$ cat config.mk
export PLATFORM = sky130hd
export DESIGN_NAME = bus_arbiter8
export DESIGN_NICKNAME = d
export VERILOG_FILES = /design/src/rtl/bus_arbiter8.sv
export SDC_FILE = /design/constraint.sdc
export NUM_CORES = 1
export LEC_CHECK = 0
export ABC_AREA = 1
export BUFFER_PORTS_ARGS = -buffer_cell sky130_fd_sc_hd__buf_2
export CAP_MARGIN = 5
export CORE_MARGIN = 8
export CORE_UTILIZATION = 48
export CTS_BUF_LIST = sky130_fd_sc_hd__clkbuf_16
export DETAILED_ROUTE_END_ITERATION = 7
export PLACE_DENSITY = 0.9
export SETUP_SLACK_MARGIN = 0.15
export SYNTH_ARGS = -nofsm -noshare
export SYNTH_HDL_FRONTEND = slang
export SYNTH_SLANG_ARGS = --single-unit
$ cat constraint.sdc
create_clock -name clock -period 3.6 [get_ports clock]
set_input_delay 0.36 -clock clock [delete_from_list [all_inputs] [get_ports clock]]
set_output_delay 0.36 -clock clock [all_outputs]
set_load 0.05 [all_outputs]
$ cat src/rtl/bus_arbiter8.sv
// bus_arbiter8: 8-way round-robin arbiter for a shared 16-bit bus.
// A holder keeps the bus for at most BURST consecutive cycles, then the
// grant rotates onward from the next index.
// Optional feature: define ARB_LOCK_EN to add a lock input. While lock is
// high, the holder may keep the bus past the BURST limit.
module bus_arbiter8 #(
  parameter int unsigned BURST = 4
) (
  input  logic         clock,
  input  logic         reset,
  input  logic [7:0]   req,
  input  logic [127:0] din,
`ifdef ARB_LOCK_EN
  input  logic         lock,
`endif
  output logic [7:0]   grant,
  output logic [2:0]   sel,
  output logic [15:0]  out,
  output logic         busy
);

  localparam int unsigned NREQ = 8;
  localparam int unsigned IDXW = 3;
  localparam int unsigned CNTW = 4;
  localparam int unsigned DW   = 16;

  typedef enum logic {
    ST_IDLE  = 1'b0,
    ST_GRANT = 1'b1
  } state_t;

  state_t            state_q;
  logic [NREQ-1:0]   grant_q;
  logic [IDXW-1:0]   sel_q;
  logic [IDXW-1:0]   ptr_q;
  logic [CNTW-1:0]   cnt_q;
  logic              busy_q;

  logic              lock_act;
  logic [IDXW-1:0]   scan_base;
  logic [IDXW-1:0]   pick_idx;
  logic              pick_vld;
  logic              at_limit;
  logic              hold;

`ifdef ARB_LOCK_EN
  assign lock_act = lock;
`else
  assign lock_act = 1'b0;
`endif

  // The scan starts at ptr when idle. During a tenure it starts at sel+1,
  // so the current holder is considered last.
  assign scan_base = (state_q == ST_GRANT) ? IDXW'(sel_q + IDXW'(1)) : ptr_q;

  // Find the first requester at or after scan_base, wrapping modulo 8.
  always_comb begin
    pick_vld = 1'b0;
    pick_idx = scan_base;
    for (int i = 0; i < NREQ; i++) begin
      if (!pick_vld && req[IDXW'(scan_base + IDXW'(i))]) begin
        pick_vld = 1'b1;
        pick_idx = IDXW'(scan_base + IDXW'(i));
      end
    end
  end

  assign at_limit = (cnt_q == CNTW'(BURST));
  assign hold     = req[sel_q] && (!at_limit || lock_act);

  // Pass the holder's data slice through combinationally; drive zero when idle.
  assign out = busy_q ? din[{sel_q, 4'b0000} +: DW] : '0;

  assign grant = grant_q;
  assign sel   = sel_q;
  assign busy  = busy_q;

  // Arbitration FSM with registered grant/sel/busy.
  always_ff @(posedge clock) begin
    if (reset) begin
      state_q <= ST_IDLE;
      grant_q <= '0;
      sel_q   <= '0;
      ptr_q   <= '0;
      cnt_q   <= '0;
      busy_q  <= 1'b0;
    end else begin
      case (state_q)
        ST_IDLE: begin
          if (pick_vld) begin
            state_q <= ST_GRANT;
            grant_q <= NREQ'(1) << pick_idx;
            sel_q   <= pick_idx;
            cnt_q   <= CNTW'(1);
            busy_q  <= 1'b1;
          end
        end
        ST_GRANT: begin
          if (hold) begin
            // Under lock, the counter saturates at BURST instead of wrapping.
            if (!at_limit) begin
              cnt_q <= CNTW'(cnt_q + CNTW'(1));
            end
          end else begin
            ptr_q <= IDXW'(sel_q + IDXW'(1));
            if (pick_vld) begin
              // Hand the bus straight to the next requester, with no idle cycle between tenures.
              grant_q <= NREQ'(1) << pick_idx;
              sel_q   <= pick_idx;
              cnt_q   <= CNTW'(1);
            end else begin
              state_q <= ST_IDLE;
              grant_q <= '0;
              cnt_q   <= '0;
              busy_q  <= 1'b0;
            end
          end
        end
        default: state_q <= ST_IDLE;
      endcase
    end
  end

endmodule

==> key figures <==
Logic synthesis
  • Syn_nets: 769
  • Post-synth EDFFs: 0
  • Sequential fraction of the synthesis area: 0.1201
  • Mapped Area: 3333 sq um
  • Xor/xnor share of the synthesized area: 0.002628
  • Synthesis Warnings: 0
  • Largest family of logic cells by synthesized area: simple AND/OR/NAND/NOR gates
  • FFs w/ async S/R, synth: 0
  • Syn avg cell area: 5.333 sq um
  • Post-synthesis mux area share: 0
  • Top_reg_cell synth: dfxtp_1
  • Post-synthesis cell count: 625
  • Adder-cell share of the synthesized area: 0.02252
  • Area fraction in compound gates after synthesis: 0.2399
  • Netlist cell types: 32
  • Yosys reg bits: 20
  • Simple-gate share of the synthesized area: 0.4989

Critical path
  • Setup CP Type: register to register
  • Crit-path max FO: 14
  • R2R cell count: 19
  • Startpoint types: register
  • Reg-to-reg critical path endpoint: cnt_q[2]
  • Worst Path Arrival: 3.37 ns
  • Data required, critical path: 3.77 ns
  • CP Capture Type: register
  • R2r startpoint: sel[0]
  • Crit. Startpoint: sel[0]
  • FF-to-FF setup slack: 0.40 ns

Clock network
  • Worst-path clk slew: 0.06 ns
  • Clk Latency, worst-skew pair: 0.25 ns
  • CTS Buffer Depth: 2
  • H-Tree Level Count: 1
  • Post-CTS Resized: 0
  • Setup bufs post-CTS: 0
  • Clock buffer count from CTS: 3
  • Clk sink count: 20
  • Root buffer selected by CTS: clkbuf_16
  • Hold_buf cts: 0
  • CTS tree: yes

STA
  • Layout Skew: 0.004306 ns
  • Final Max Slew Viols: 0
  • Slew headroom: 0.5449
  • Actual slew at the worst max-slew pin: 0.6825 ns
  • Setup TNS: 0 ns
  • Tmin final: 3.196 ns
  • Fmax: 312.9 MHz
  • Hold_ws: 0.4388 ns
  • Final setup fails: 0
  • Period utilisation layout: 0.8877
  • Final Hold Fails: 0
  • RSZ-0062 raised after global routing: false

GRT
  • First-pass GRT wire length: 21690 microns
  • Vias in the first global route: 4697
  • Overall Global Routing Usage: 0.2624
  • Initial antenna violation count: 4
  • Largest net degree at the start of global routing: 68
  • Total grt overflow: 0

Drt
  • Initial DRC count: 396
  • Final WL: 13430 microns
  • First-pass DRT Iterations: 8
  • DR DRC count: 0
  • Via count: 4806
  • Wirelength per Cell: 15.80 microns
  • Antenna Violating Nets Remaining: 0
  • Avg Vias per Cell: 5.654

Finish
  • Final Net Count: 911
  • Layout Cells excl Fill: 850
  • Most common cell after layout, fill and taps aside: buf_2
  • Share of layout cells above drive strength 1: 0.2898
  • Area Growth Syn to Fin: 26.88%
  • Most frequent cells in the layout: buf_2 (165), nor2_1 (132), nand2_1 (114)
  • Layout Utilization: 0.6259

Min path
  • End of the worst hold path: grant[4]
  • Hold Path Class: input port to register
  • Hold Path Stages: 2
  • Hold Startpoint: reset

Run
  • Max Cap Violations: 0

Run status
  • Outcome: finished, final reports clean

Die
  • Rows: 30
  • DIE WIDTH: 99.33 microns
  • # IOs: 166
  • Die height: 99.33 microns
  • Core area: 6756 sq um
  • Die ar.: 9866 sq um
  • Starting Density: 0.4933

Placement
  • Placed Cells: 842
  • DP HPWL: 10730 microns
  • Port-buffer cells: 165
  • GP Congestion: 1.035

Pwr
  • Leakage: 2.205 nW
  • VDD IR max: 0.0003581 V
  • Pwr dens: 785.4 nW/um^2
-- worst max path at each step --
stage                          end  slack [ns]  depth (start not counted)
final                     cnt_q[2]        0.40                         19
after floorplan           cnt_q[3]        0.34                         18
after global placement    cnt_q[3]        0.53                         16
after detailed placement  cnt_q[3]        0.40                         16
after global routing      cnt_q[2]        0.15                         19
after CTS                 cnt_q[2]        0.38                         18
-- cell usage after synthesis (6+ instances only) --
| master | number | area, sq um |
|---|---|---|
| o22ai_1 | 17 | 106.4 |
| nand4_1 | 6 | 37.54 |
| inv_1 | 50 | 187.7 |
| nand3_1 | 70 | 350.3 |
| nand2_2 | 19 | 118.9 |
| nor2_1 | 132 | 495.5 |
| a21oi_1 | 13 | 65.06 |
| o21ai_0 | 94 | 470.5 |
| dfxtp_1 | 20 | 400.4 |
| clkbuf_1 | 25 | 93.84 |
| nand2_1 | 114 | 427.9 |
| a31oi_1 | 17 | 106.4 |
| buf_6 | 6 | 67.56 |
| ha_1 | 6 | 75.07 |
-- critical path: stages (launching register included) --
cell	delay [ns]
dfxtp_2	0.34
ha_1	0.35
nand2_4	0.09
inv_2	0.05
nor2_8	0.19
ha_2	0.36
inv_1	0.12
nand3_1	0.09
nand2_1	0.09
nand2_1	0.07
nand2_2	0.11
nand3_4	0.09
nor2_8	0.14
nand4_4	0.12
nor2_4	0.18
ha_2	0.24
inv_1	0.09
nand2_1	0.08
o21ai_0	0.08
a211oi_1	0.22
-- area by class of cell --
class                      count  area [sq um]
tap                           80         100.1
antenna                        4         10.01
inverter                      55         206.4
clock inverter                 1         3.754
fill                         640          2527
sequential                    20         401.6
clock buffer                   3         75.07
multi-input combinational    516          2557
timing repair buffer         171         874.6
-- registers in the layout, summed over array words and instances, names as in the netlist --
register and flops:
ptr_q 3, grant 8, state_q 1, busy 1, cnt_q 4, sel 3
-- layer usage --
layer,part of all wire,vias up,wire [microns],GRT usage
met5,0,-,0,0
met1,0.38,2161,5140,0.2829
li1,-,2362,-,-
met2,0.49,242,6529,0.4700
met4,0.042,0,563,0.1339
met3,0.089,41,1195,0.05726
-- stage by stage --
step / instance area [sq um] / worst slack [ns] / total power, mW
final: 4229 / 0.4044 / 3.322
after global routing: 4229 / 0.1503 / 3.637
after CTS: 4204 / 0.3763 / 3.266
after detailed placement: 4125 / 0.4011 / 3.025
after global placement: 4125 / 0.5329 / 2.955
after floorplan: 3333 / 0.3389 / 2.467
-- kinds of logic after synthesis --
| logic type | count (synthesis) |
|---|---|
| fa+ha+maj | 6 |
| flops | 20 |
| xor+xnor | 1 |
| buf+inv | 89 |
| compound gates | 148 |
| simple gates | 361 |
-- power by group --
| group | switching, mW | internal [mW] |
|---|---|---|
| sequential | 0.0421 | 0.286 |
| clock | 0.0849 | 0.148 |
| combinational | 1.98 | 0.785 |
(Power assumes the default switching activity.)
